<file path="src/rtl/drive_pkg.sv">
// Shared constants and state type for the drive ramp path.
package drive_pkg;

  localparam logic [1:0] MODE_STOP  = 2'b00;
  localparam logic [1:0] MODE_LEFT  = 2'b01;
  localparam logic [1:0] MODE_RIGHT = 2'b10;
  localparam logic [1:0] MODE_BOTH  = 2'b11;

  localparam int unsigned DEF_SPEED_W = 10;

  typedef enum logic [1:0] {
    RUN,
    DOWN,
    SWITCH
  } drive_state_t;

endpackage

</file>
<file path="src/rtl/drive_tick.sv">
// Free-running prescaler: one-cycle tick pulse every DIV clock cycles.
module drive_tick #(
  parameter int unsigned DIV = 100_000
) (
  input  logic c100MHz,
  input  logic rst,
  output logic tick
);

  localparam int unsigned CW = $clog2(DIV);

  logic [CW-1:0] cnt;

  assign tick = (cnt == CW'(DIV - 1));

  always_ff @(posedge c100MHz or posedge rst) begin
    if (rst) begin
      cnt <= '0;
    end else if (tick) begin
      cnt <= '0;
    end else begin
      cnt <= cnt + 1'b1;
    end
  end

endmodule

</file>
<file path="src/rtl/drive_ramp.sv">
// Slew-rate limiter for the motor {mode, speed} pair; any mode change ramps to 0 first.
// Optional emergency stop input enabled by defining DRIVE_RAMP_ESTOP_EN.
module drive_ramp
  import drive_pkg::*;
#(
  parameter int unsigned SPEED_W  = DEF_SPEED_W,
  parameter int unsigned TICK_DIV = 100_000,
  parameter int unsigned STEP     = 8
) (
  input  logic               c100MHz,
  input  logic               rst,
`ifdef DRIVE_RAMP_ESTOP_EN
  input  logic               estop,
`endif
  input  logic [1:0]         tgt_mode,
  input  logic [SPEED_W-1:0] tgt_speed,
  output logic [1:0]         mode,
  output logic [SPEED_W-1:0] speed,
  output logic               busy
);

  localparam logic [SPEED_W:0] STEP_X = (SPEED_W + 1)'(STEP);

  drive_state_t       state;
  logic               tick;
  logic [SPEED_W-1:0] eff_tgt;

  drive_tick #(.DIV(TICK_DIV)) u_tick (
    .c100MHz (c100MHz),
    .rst     (rst),
    .tick    (tick)
  );

  assign eff_tgt = (tgt_mode == MODE_STOP) ? '0 : tgt_speed;

  // One STEP toward tgt, computed one bit wider so neither direction can wrap.
  function automatic logic [SPEED_W-1:0] toward(input logic [SPEED_W-1:0] cur,
                                                input logic [SPEED_W-1:0] tgt);
    logic [SPEED_W:0] up;
    logic [SPEED_W:0] dn;
    up = {1'b0, cur} + STEP_X;
    dn = {1'b0, cur} - STEP_X;
    toward = cur;
    if (cur < tgt) begin
      toward = (up > {1'b0, tgt}) ? tgt : up[SPEED_W-1:0];
    end else if (cur > tgt) begin
      toward = (dn[SPEED_W] || (dn < {1'b0, tgt})) ? tgt : dn[SPEED_W-1:0];
    end
  endfunction

  always_ff @(posedge c100MHz or posedge rst) begin
    if (rst) begin
      state <= RUN;
      mode  <= MODE_STOP;
      speed <= '0;
    end
`ifdef DRIVE_RAMP_ESTOP_EN
    else if (estop) begin
      state <= RUN;
      mode  <= MODE_STOP;
      speed <= '0;
    end
`endif
    else begin
      case (state)
        RUN: begin
          if (tgt_mode != mode) begin
            state <= DOWN;
          end else if (tick) begin
            speed <= toward(speed, eff_tgt);
          end
        end
        DOWN: begin
          if (tgt_mode == mode) begin
            state <= RUN;
          end else if (speed == '0) begin
            state <= SWITCH;
          end else if (tick) begin
            speed <= toward(speed, '0);
          end
        end
        SWITCH: begin
          mode  <= tgt_mode;
          state <= RUN;
        end
        default: state <= RUN;
      endcase
    end
  end

  always_comb begin
    busy = (state != RUN) || (speed != eff_tgt);
`ifdef DRIVE_RAMP_ESTOP_EN
    if (estop) busy = 1'b1;
`endif
  end

endmodule

</file>
<file path="config.mk">
export PLATFORM = sky130hd
export DESIGN_NAME = drive_ramp
export DESIGN_NICKNAME = d
export VERILOG_FILES = /design/src/rtl/drive_pkg.sv /design/src/rtl/drive_tick.sv /design/src/rtl/drive_ramp.sv
export SDC_FILE = /design/constraint.sdc
export NUM_CORES = 1
export LEC_CHECK = 0
export ABC_AREA = 1
export ABC_CLOCK_PERIOD_IN_PS = 4100
export CAP_MARGIN = 20
export CORE_UTILIZATION = 64
export CTS_BUF_LIST = sky130_fd_sc_hd__clkbuf_8
export DETAILED_ROUTE_END_ITERATION = 6
export PLACE_DENSITY = 0.88
export SYNTH_ARGS = -nofsm -noshare
export SYNTH_HDL_FRONTEND = slang
export SYNTH_SLANG_ARGS = --single-unit
</file>
<file path="constraint.sdc">
create_clock -name c100MHz -period 4.1 [get_ports c100MHz]
set_clock_uncertainty 0.1 [all_clocks]
set_input_delay 0.615 -clock c100MHz [delete_from_list [all_inputs] [get_ports c100MHz]]
set_output_delay 0.615 -clock c100MHz [all_outputs]
set_load 0.01 [all_outputs]
</file>
==> results.yml <==
clock_tree:
  cts_tree: "built"
  clk_latency_ns: 0.28
  cts_hold_buf: 0
  cts_buffers: 5
  path_clk_slew_ns: 0.06
  post_cts_buffers: 0
  ctsLongestPathBuffers: 2
  cts.sinks: 31
  cts.repair.resized: 0
  clock-root-buffer: "clkbuf_8"
  cts_max_level: 2
floorplanning:
  start_util: 0.6805
  num_rows: 23
  coreArea_mm2: 0.004058
  ioPinCount: 27
  dieHeight_um: 67.69
  die_w_um: 67.69
  dieArea_mm2: 0.004581
critical_path:
  crit_path_max_fanout: 10
  critPathLaunchType: "input port"
  worstPathRequired_ns: 3.38
  crit_path_frequent_cell: "nand2_1"
  startpoint: "tgt_mode[0]"
  reg2reg_to: "speed[4]"
  cpPeakStageDelay_ns: 0.48
  worstPathCellList: "clkdlybuf4s50_1 -> nor2_1 -> inv_2 -> nand2_1 -> ha_1 -> nand2_1 -> nor3_2 -> nand2_1 -> nor3_1 -> inv_1 -> clkdlybuf4s50_1"
  worst_path_max_delay_cell: "clkdlybuf4s50_1"
  regToRegStartpoint: "speed[4]"
  cp.arrival_ns: 2.90
  reg2regPathDepth: 16
  crit_type: "input port to primary output"
  cp-end-kind: "primary output"
  ff2ff_setup_slack_ns: 1.05
grt:
  grt_max_degree: 32
  antenna_found_initial: 0
  grt_pass1_vias: 2627
  grt_pass1_wl_um: 11160
  grt_usage: 0.3281
  overflow: 0
synthesis:
  syn_area_per_cell_um2: 6.835
  synthTopCellsByArea: "dfrtp_1 (28%), nand2_1 (13%), ha_1 (12%), inv_1 (8.4%), nor2_1 (5.4%)"
  async_flop_share: 1.000
  synth_cell_types: 37
  synth_common_cells: "nand2_1 (99), inv_1 (62), nor2_1 (40)"
  yosysSeqAreaShare: 0.2809
  yosysMostFrequentCell: "nand2_1"
  ys_warn_count: 0
  netlist_area_mm2: 0.002761
  synth_nets: 444
  synth_top_area_share: 0.2809
  yosys.area.top_type: "dfrtp_1"
  syn_inst: 404
  synth_top_flop_cell: "dfrtp_1"
  ys_ff_latch: 31
  synth_edf_count: 0
timing:
  hold_viol: 0
  max_freq_mhz: 276.4
  finalSetupViolCount: 0
  fin_crit_sh: 0.8823
  final_max_slew_viol_count: 0
  relSlewSlack: 0.7257
  tightest_slew_ns: 0.4077
  period_minus_slack_ns: 3.617
  rsz0062_at_grt: "no"
  fin_tns_setup_ns: 0
power_and_ir_drop:
  cellLeakagePower_nw: 1.663
  p_total_w: 0.0007866
  power.density_mw_per_mm2: 248.5
  ir_drop_v: 0.0002100
placed_design:
  dp_hpwl_um: 5237
  portBuffers: 26
  place_congestion: 0.9878
drt:
  postRouteAntennaNets: 0
  drc: 0
  drtPass1Iterations: 4
  post_drt_wl_per_cell_um: 13.79
  via_per_inst: 5.599
  drtIter0Drc: 234
  num_vias: 2721
  wl_um: 6703
cells_and_area:
  final_nets: 475
  antennaDiodeCount: 0
  synthToLayoutAreaGrowth_pct: 14.64
  drive_gt1_frac: 0.08257
run_status:
  status: "completed"
hold_path:
  hold-path-cell-count: 1
  hold_path.startpoint: "u_tick.cnt[0]"
  hold_end: "u_tick.cnt[0]"
  hold_class: "flip-flop to flip-flop"
job:
  drv_cap: 0
## how the worst max path moves through the flow
stage	endpoint
after floorplan	speed[5]
after global placement	busy
after detailed placement	busy
after CTS	busy
after global routing	busy
final	busy
## state kept, by name, summed over array words and instances (netlist names)
signal and count:
speed 10, mode 2, u_tick.cnt 17, state 2
## metrics by stage
step | setup slack [ns] | instance area (um2) | std cells | hold slack [ns] | util
6_report | 0.4826 | 3166 | 486 | 0.3844 | 0.7801
5_1_grt | 0.3207 | 3166 | 486 | 0.4148 | 0.7801
4_1_cts | 0.4862 | 3166 | 486 | 0.3866 | 0.7801
3_5_place_dp | 0.4992 | 3065 | 478 | 0.3781 | 0.7555
3_3_place_gp | 0.5943 | 3065 | 478 | 0.3720 | 0.7555
2_1_floorplan | 1.573 | 2761 | 404 | 0.3525 | -
## critical path: cells and delay by family
| family | cells | cell delay, ns |
|---|---|---|
| fa+ha+maj | 1 | 0.34 |
| buf+inv | 4 | 1.18 |
| simple gates | 6 | 0.76 |
## cells by family (layout without fill, tap and decap cells)
group                      after synthesis  after routing  synth area share
AOI/OAI and AO/OA                       42             42           0.08881
xor gates and xnor gates                12             12           0.03806
adders and majority gates               26             26            0.1178
buffers and inverters                   73            105            0.1047
DFF                                     31             31            0.2809
and+or+nand+nor                        220            220            0.3697
## routing by layer
layer	vias to the layer above	track usage	routed length (um)
met5	-	0	0
met4	0	0.1410	130
met3	20	0.05574	326
met2	81	0.5767	3398
met1	1246	0.3884	2848
li1	1374	-	-
## power breakdown
part / leakage (nW) / switching [W] / internal (W)
Clock: 0.0557 / 0.000111 / 0.000151
Sequential: 0.374 / 0.00000631 / 0.000312
Combinational: 1.23 / 0.000137 / 0.0000698
## layout by cell type, fill, tap and decap left out, types with 6 or more instances in the layout
master,Yosys,layout
nand2_1,99,99
inv_1,62,63
nor2_1,40,40
dfrtp_1,31,31
nand3_1,27,27
ha_1,26,26
clkdlybuf4s50_1,0,26
a21oi_1,17,17
nand4_1,14,14
nor3_1,12,12
xor2_1,11,11
o21ai_0,10,10
clkbuf_8,0,7
inv_2,6,6
## final cells by class
type                            count  area (um2)
Fill cell                         312       892.1
Clock inverter                      1       3.754
Tap cell                           50       62.56
Multi-Input combinational cell    300        1697
Timing Repair Buffer               27       267.8
Sequential cell                    31       775.7
Clock buffer                        7       96.34
Inverter                           70       262.8
(Power assumes the default switching activity.)
